<file path="config.mk">
export PLATFORM = sky130hd
export DESIGN_NAME = hazard_controller
export DESIGN_NICKNAME = d
export VERILOG_FILES = /design/src/rtl/hazard_pkg.sv /design/src/rtl/sat_counter.sv /design/src/rtl/hazard_controller.sv
export SDC_FILE = /design/constraint.sdc
export NUM_CORES = 1
export LEC_CHECK = 0
export ABC_CLOCK_PERIOD_IN_PS = 5100
export CORE_ASPECT_RATIO = 1.1
export CORE_UTILIZATION = 52
export DETAILED_ROUTE_END_ITERATION = 16
export MAX_ROUTING_LAYER = met4
export PLACE_DENSITY_LB_ADDON = 0.05
export SETUP_SLACK_MARGIN = 0.3
export SYNTH_ARGS = -nofsm -noshare
export SYNTH_HDL_FRONTEND = slang
export SYNTH_SLANG_ARGS = --single-unit
</file>
<file path="constraint.sdc">
create_clock -name CLK -period 5.1 [get_ports CLK]
set_clock_uncertainty 0.2 [all_clocks]
set_input_delay 0.51 -clock CLK [delete_from_list [all_inputs] [get_ports CLK]]
set_output_delay 0.51 -clock CLK [all_outputs]
set_load 0.01 [all_outputs]
</file>
<file path="src/rtl/hazard_pkg.sv">
// Shared types and constants for the pipeline hazard controller.
package hazard_pkg;

   typedef enum logic [1:0] {
      FWD_RF  = 2'b00,
      FWD_WB  = 2'b01,
      FWD_MEM = 2'b10
   } fwd_sel_t;

   typedef enum logic {
      RUN      = 1'b0,
      MEM_WAIT = 1'b1
   } hz_state_t;

   localparam int unsigned X0 = 0;

endpackage

</file>
<file path="src/rtl/sat_counter.sv">
// Saturating up-counter with synchronous clear; stops at all-ones instead of wrapping.
module sat_counter #(
   parameter int WIDTH = 32
) (
   input  logic             clk,
   input  logic             rst_n,
   input  logic             clr,
   input  logic             inc,
   output logic [WIDTH-1:0] count
);

   // Count register: clear wins over increment, hold at all-ones.
   always_ff @(posedge clk or negedge rst_n) begin
      if (!rst_n) begin
         count <= '0;
      end else if (clr) begin
         count <= '0;
      end else if (inc && (count != {WIDTH{1'b1}})) begin
         count <= count + WIDTH'(1);
      end else begin
         count <= count;
      end
   end

endmodule

</file>
<file path="src/rtl/hazard_controller.sv">
// Stall/flush/forwarding sequencer for the 5-stage RV32I pipeline, with a
// memory-wait FSM, wait-timeout watchdog and saturating performance counters.
module hazard_controller
   import hazard_pkg::*;
#(
   parameter int DATA_WIDTH     = 32,
   parameter int REG_ADDR_WIDTH = 5,
   parameter int TIMEOUT        = 64
) (
   input  logic                      CLK,
   input  logic                      RST_N,
   input  logic [REG_ADDR_WIDTH-1:0] Rs1D,
   input  logic [REG_ADDR_WIDTH-1:0] Rs2D,
   input  logic [REG_ADDR_WIDTH-1:0] Rs1E,
   input  logic [REG_ADDR_WIDTH-1:0] Rs2E,
   input  logic [REG_ADDR_WIDTH-1:0] RdE,
   input  logic [REG_ADDR_WIDTH-1:0] RdM,
   input  logic [REG_ADDR_WIDTH-1:0] RdW,
   input  logic                      LoadE,
   input  logic                      RegWriteM,
   input  logic                      RegWriteW,
   input  logic                      PCSrcE,
   input  logic                      MemReqM,
   input  logic                      MemReadyM,
   output logic                      StallF,
   output logic                      StallD,
   output logic                      StallE,
   output logic                      StallM,
   output logic                      FlushD,
   output logic                      FlushE,
   output logic                      FlushW,
   output logic [1:0]                ForwardAE,
   output logic [1:0]                ForwardBE,
   output logic                      MemTimeout,
   output logic [DATA_WIDTH-1:0]     StallCount,
   output logic [DATA_WIDTH-1:0]     FlushCount
);

   localparam logic [REG_ADDR_WIDTH-1:0] REG_X0       = REG_ADDR_WIDTH'(X0);
   localparam logic [7:0]                TIMEOUT_LAST = 8'(TIMEOUT - 1);

   hz_state_t  state_r;
   hz_state_t  state_next_s;
   fwd_sel_t   fwd_a_s;
   fwd_sel_t   fwd_b_s;
   logic       lw_stall_s;
   logic       mem_miss_s;
   logic       mem_stall_s;
   logic       wait_clr_s;
   logic       wait_inc_s;
   logic       flush_any_s;
   logic [7:0] wait_cnt_s;

   // E-stage forwarding selects; the younger M result has priority over W.
   always_comb begin
      fwd_a_s = FWD_RF;
      fwd_b_s = FWD_RF;
      if (RegWriteM && (RdM != REG_X0) && (RdM == Rs1E)) begin
         fwd_a_s = FWD_MEM;
      end else if (RegWriteW && (RdW != REG_X0) && (RdW == Rs1E)) begin
         fwd_a_s = FWD_WB;
      end else begin
         fwd_a_s = FWD_RF;
      end
      if (RegWriteM && (RdM != REG_X0) && (RdM == Rs2E)) begin
         fwd_b_s = FWD_MEM;
      end else if (RegWriteW && (RdW != REG_X0) && (RdW == Rs2E)) begin
         fwd_b_s = FWD_WB;
      end else begin
         fwd_b_s = FWD_RF;
      end
   end

   assign ForwardAE = fwd_a_s;
   assign ForwardBE = fwd_b_s;

   assign lw_stall_s  = LoadE && (RdE != REG_X0) && ((RdE == Rs1D) || (RdE == Rs2D));
   assign mem_miss_s  = MemReqM && !MemReadyM;
   assign mem_stall_s = (state_r == MEM_WAIT) || mem_miss_s;

   // Stall/flush equations; a memory hold freezes E so branch and load-use wait.
   always_comb begin
      StallF = 1'b0;
      StallD = 1'b0;
      StallE = 1'b0;
      StallM = 1'b0;
      FlushD = 1'b0;
      FlushE = 1'b0;
      FlushW = 1'b0;
      if (mem_stall_s) begin
         StallF = 1'b1;
         StallD = 1'b1;
         StallE = 1'b1;
         StallM = 1'b1;
         FlushW = 1'b1;
      end else begin
         StallF = lw_stall_s;
         StallD = lw_stall_s;
         FlushD = PCSrcE;
         FlushE = lw_stall_s || PCSrcE;
      end
   end

   // Memory-wait next state; a dropped request still waits for MemReadyM.
   always_comb begin
      state_next_s = state_r;
      case (state_r)
         RUN: begin
            if (mem_miss_s) begin
               state_next_s = MEM_WAIT;
            end else begin
               state_next_s = RUN;
            end
         end
         MEM_WAIT: begin
            if (MemReadyM) begin
               state_next_s = RUN;
            end else begin
               state_next_s = MEM_WAIT;
            end
         end
         default: state_next_s = RUN;
      endcase
   end

   // State register.
   always_ff @(posedge CLK or negedge RST_N) begin
      if (!RST_N) begin
         state_r <= RUN;
      end else begin
         state_r <= state_next_s;
      end
   end

   assign wait_clr_s = (state_r == RUN) && mem_miss_s;
   assign wait_inc_s = (state_r == MEM_WAIT);

   // Sticky watchdog flag, cleared only by reset.
   always_ff @(posedge CLK or negedge RST_N) begin
      if (!RST_N) begin
         MemTimeout <= 1'b0;
      end else if (wait_inc_s && !MemReadyM && (wait_cnt_s == TIMEOUT_LAST)) begin
         MemTimeout <= 1'b1;
      end else begin
         MemTimeout <= MemTimeout;
      end
   end

   assign flush_any_s = FlushD || FlushE;

   sat_counter #(.WIDTH(8)) u_wait_cnt (
      .clk   (CLK),
      .rst_n (RST_N),
      .clr   (wait_clr_s),
      .inc   (wait_inc_s),
      .count (wait_cnt_s)
   );

   sat_counter #(.WIDTH(DATA_WIDTH)) u_stall_cnt (
      .clk   (CLK),
      .rst_n (RST_N),
      .clr   (1'b0),
      .inc   (StallF),
      .count (StallCount)
   );

   sat_counter #(.WIDTH(DATA_WIDTH)) u_flush_cnt (
      .clk   (CLK),
      .rst_n (RST_N),
      .clr   (1'b0),
      .inc   (flush_any_s),
      .count (FlushCount)
   );

endmodule

</file>
==> impl_metrics.yaml <==
sta:
  setup_viol: 0
  finalSetupTns_ps: 0
  fmax_mhz: 273
  max-slew-margin-rel: 0.319
  hold_viol: 0
  fin_ws_ps: 1430
  report.final.slew_viol_count: 0
  period_needed_ps: 3670
  rsz0062_at_grt: "false"
  period_share: 0.719
  worst_slew_pin_slew_ps: 1020
drt:
  num_vias: 3492
  wire_per_inst_um: 15.8
  drc_errors: 0
  drt-initial-drc-count: 105
  wirelength_um: 10000
  drt_pass1_iterations: 4
  viasPerCell: 5.49
  ant_nets: 0
cells_and_area:
  final_area_um2: 5600
  drive_gt1_frac: 0.0546
  final_common_cell: "clkdlybuf4s50_1"
  nFillCells: 579
  syn2layout_area_growth_pct: 35.9
  antennaDiodeCount: 0
  nNetsFinal: 573
  most-common-layout-cells: "clkdlybuf4s50_1 (117), dfrtp_1 (74), xnor2_1 (58)"
  layout.cells.non_filler: 636
critical_path:
  crit_top_cell: "clkdlybuf4s50_1"
  critPathCaptureType: "output pin"
  crit_type: "input pin to output pin"
  reg2reg_slack_ps: 2470
  worstSetupStartpointType: "input pin"
  crit_fanout: 18
  critPathMaxStageDelay_ps: 650
  reg2reg_depth: 5
  crit_required_ps: 4390
  cp_slowest_cell: "clkdlybuf4s50_1"
  arrival_ps: 2960
  reg2reg_from: "state_r"
  worstPathCellList: "clkdlybuf4s50_1 > xor2_1 > nor3_1 > a22o_1 > a21o_1 > clkdlybuf4s50_1"
  r2r-end: "u_flush_cnt.count[5]"
pwr:
  p_leak_nw: 2.30
  power.density_nw_per_um2: 296
  fin_total_pwr_mw: 1.66
  ir_drop_mv: 0.244
clock_network:
  cts.reportedPaths.clkPinSlew_ps: 80
  cts_setup_buffers: 0
  clock_sinks: 74
  cts_resized: 0
  cts_root_buf: "clkbuf_8"
  cts_buffer_depth: 2
  cts_hold_buffers: 0
  cts_tree: "done"
  clk-insertion-delay-late_ps: 340
  cts-htree-levels: 3
  cts_buffers: 9
global_routing:
  antenna_found_initial: 0
  overflow: 0
  grt_max_degree: 40
  grt_pass1_wl_um: 16300
  grtUsageTotal: 0.261
  grt_pass1_vias: 3487
floorplanning:
  fp.dieW_um: 86.8
  ioPinCount: 119
  rows: 33
  core-area_um2: 7560
  dieArea_um2: 8280
  start_util: 0.545
  die-height_um: 95.3
place:
  post-place-cells: 621
  place_ws_ps: 1510
  port_buffers: 118
  gp_congestion: 0.809
  dp_hpwl_um: 7490
  placed_cell_area_um2: 5360
logic_synthesis:
  ys_ff_latch: 74
  synth_warnings: 0
  synth.avg_cell_area_um2: 10.1
  synth.distinct_cells: 43
  synth_enable_flop_cells: 0
  syn_area_um2: 4120
  synth-async-reset-ratio: 1.00
  synth.yosys.seq_area_share: 0.450
  syn_inst: 409
  synthesis.nets: 455
  synthFlopType: "dfrtp_1"
hold_path:
  hold_path.class: "input pin to asynchronous set/reset pin"
outcome:
  status: "finished clean"
run:
  cap_violations: 0
==> sequential cells by signal, summed over array words and instances (netlist names) <==
name               cells
u_stall_cnt.count     32
MemTimeout             1
u_wait_cnt.count       8
u_flush_cnt.count     32
state_r                1
==> how the worst max path moves through the flow <==
stage / start / cells past startpoint / to
floorplan: RdE[1] / 6 / StallF
global placement: RdE[2] / 6 / StallF
detailed placement: RdE[2] / 6 / StallF
CTS: RdE[2] / 6 / StallF
global route: RdE[2] / 6 / StallD
finish: RdE[2] / 6 / StallF
==> final cells by class <==
cell class / count / area, um2 / area share
inverters: 5 / 18.8 / 0.00335
well taps: 105 / 131 / 0.0235
clock buffers: 10 / 138 / 0.0246
repair buffers: 121 / 1200 / 0.214
flip-flops and latches: 74 / 1850 / 0.331
multi-input cells: 316 / 2150 / 0.385
clock inverters: 5 / 103 / 0.0183
==> through the flow <==
step / utilization / hold slack, ps
6_report: 0.741 / 53.0
3_5_place_dp: 0.709 / 272
5_1_grt: 0.741 / 143
3_3_place_gp: 0.709 / 268
4_1_cts: 0.741 / 83.0
2_1_floorplan: - / 14.4
==> Yosys cell counts (all sizes together) (3+ instances only) <==
cell type / n / share of area
dfrtp: 74 / 0.45
xnor2: 58 / 0.12
xor2: 39 / 0.083
nand3: 32 / 0.039
nand4: 31 / 0.047
nor2: 30 / 0.029
nand2: 26 / 0.024
and3: 19 / 0.029
and4: 11 / 0.023
buf: 10 / 0.019
nor3: 8 / 0.012
nor4: 8 / 0.016
and2: 6 / 0.0091
o21ai: 6 / 0.0073
a21oi: 5 / 0.0061
inv: 5 / 0.0046
or4: 5 / 0.0091
clkbuf: 4 / 0.0036
nor2b: 4 / 0.0061
ha: 3 / 0.0091
mux2: 3 / 0.0082
nor3b: 3 / 0.0055
==> critical path: cells and delay by family <==
family	cells	cell delay, ps
AND/OR/NAND/NOR	1	290
XOR/XNOR	1	200
buffers and inverters	2	1150
AO/OA/AOI/OAI	2	790
==> cell families after synthesis <==
group / share of synthesized area
xor+xnor: 0.206
mux: 0.00821
compound gates: 0.0374
fa+ha+maj: 0.00912
simple gates: 0.262
flops: 0.450
buf+inv: 0.0267
==> metal layers <==
metal / GRT usage / part of all wire / vias to the layer above
met5: - / 0 / -
met4: 0.0944 / 0.011 / 0
met3: 0.0372 / 0.046 / 10
met2: 0.434 / 0.49 / 102
met1: 0.325 / 0.45 / 1694
li1: - / - / 1686
==> power by group <==
group          switching (mW)  internal (mW)
registers              0.0871          0.648
clock network           0.214          0.335
logic                   0.169          0.205
No activity file was read; power rests on OpenSTA's default activity.
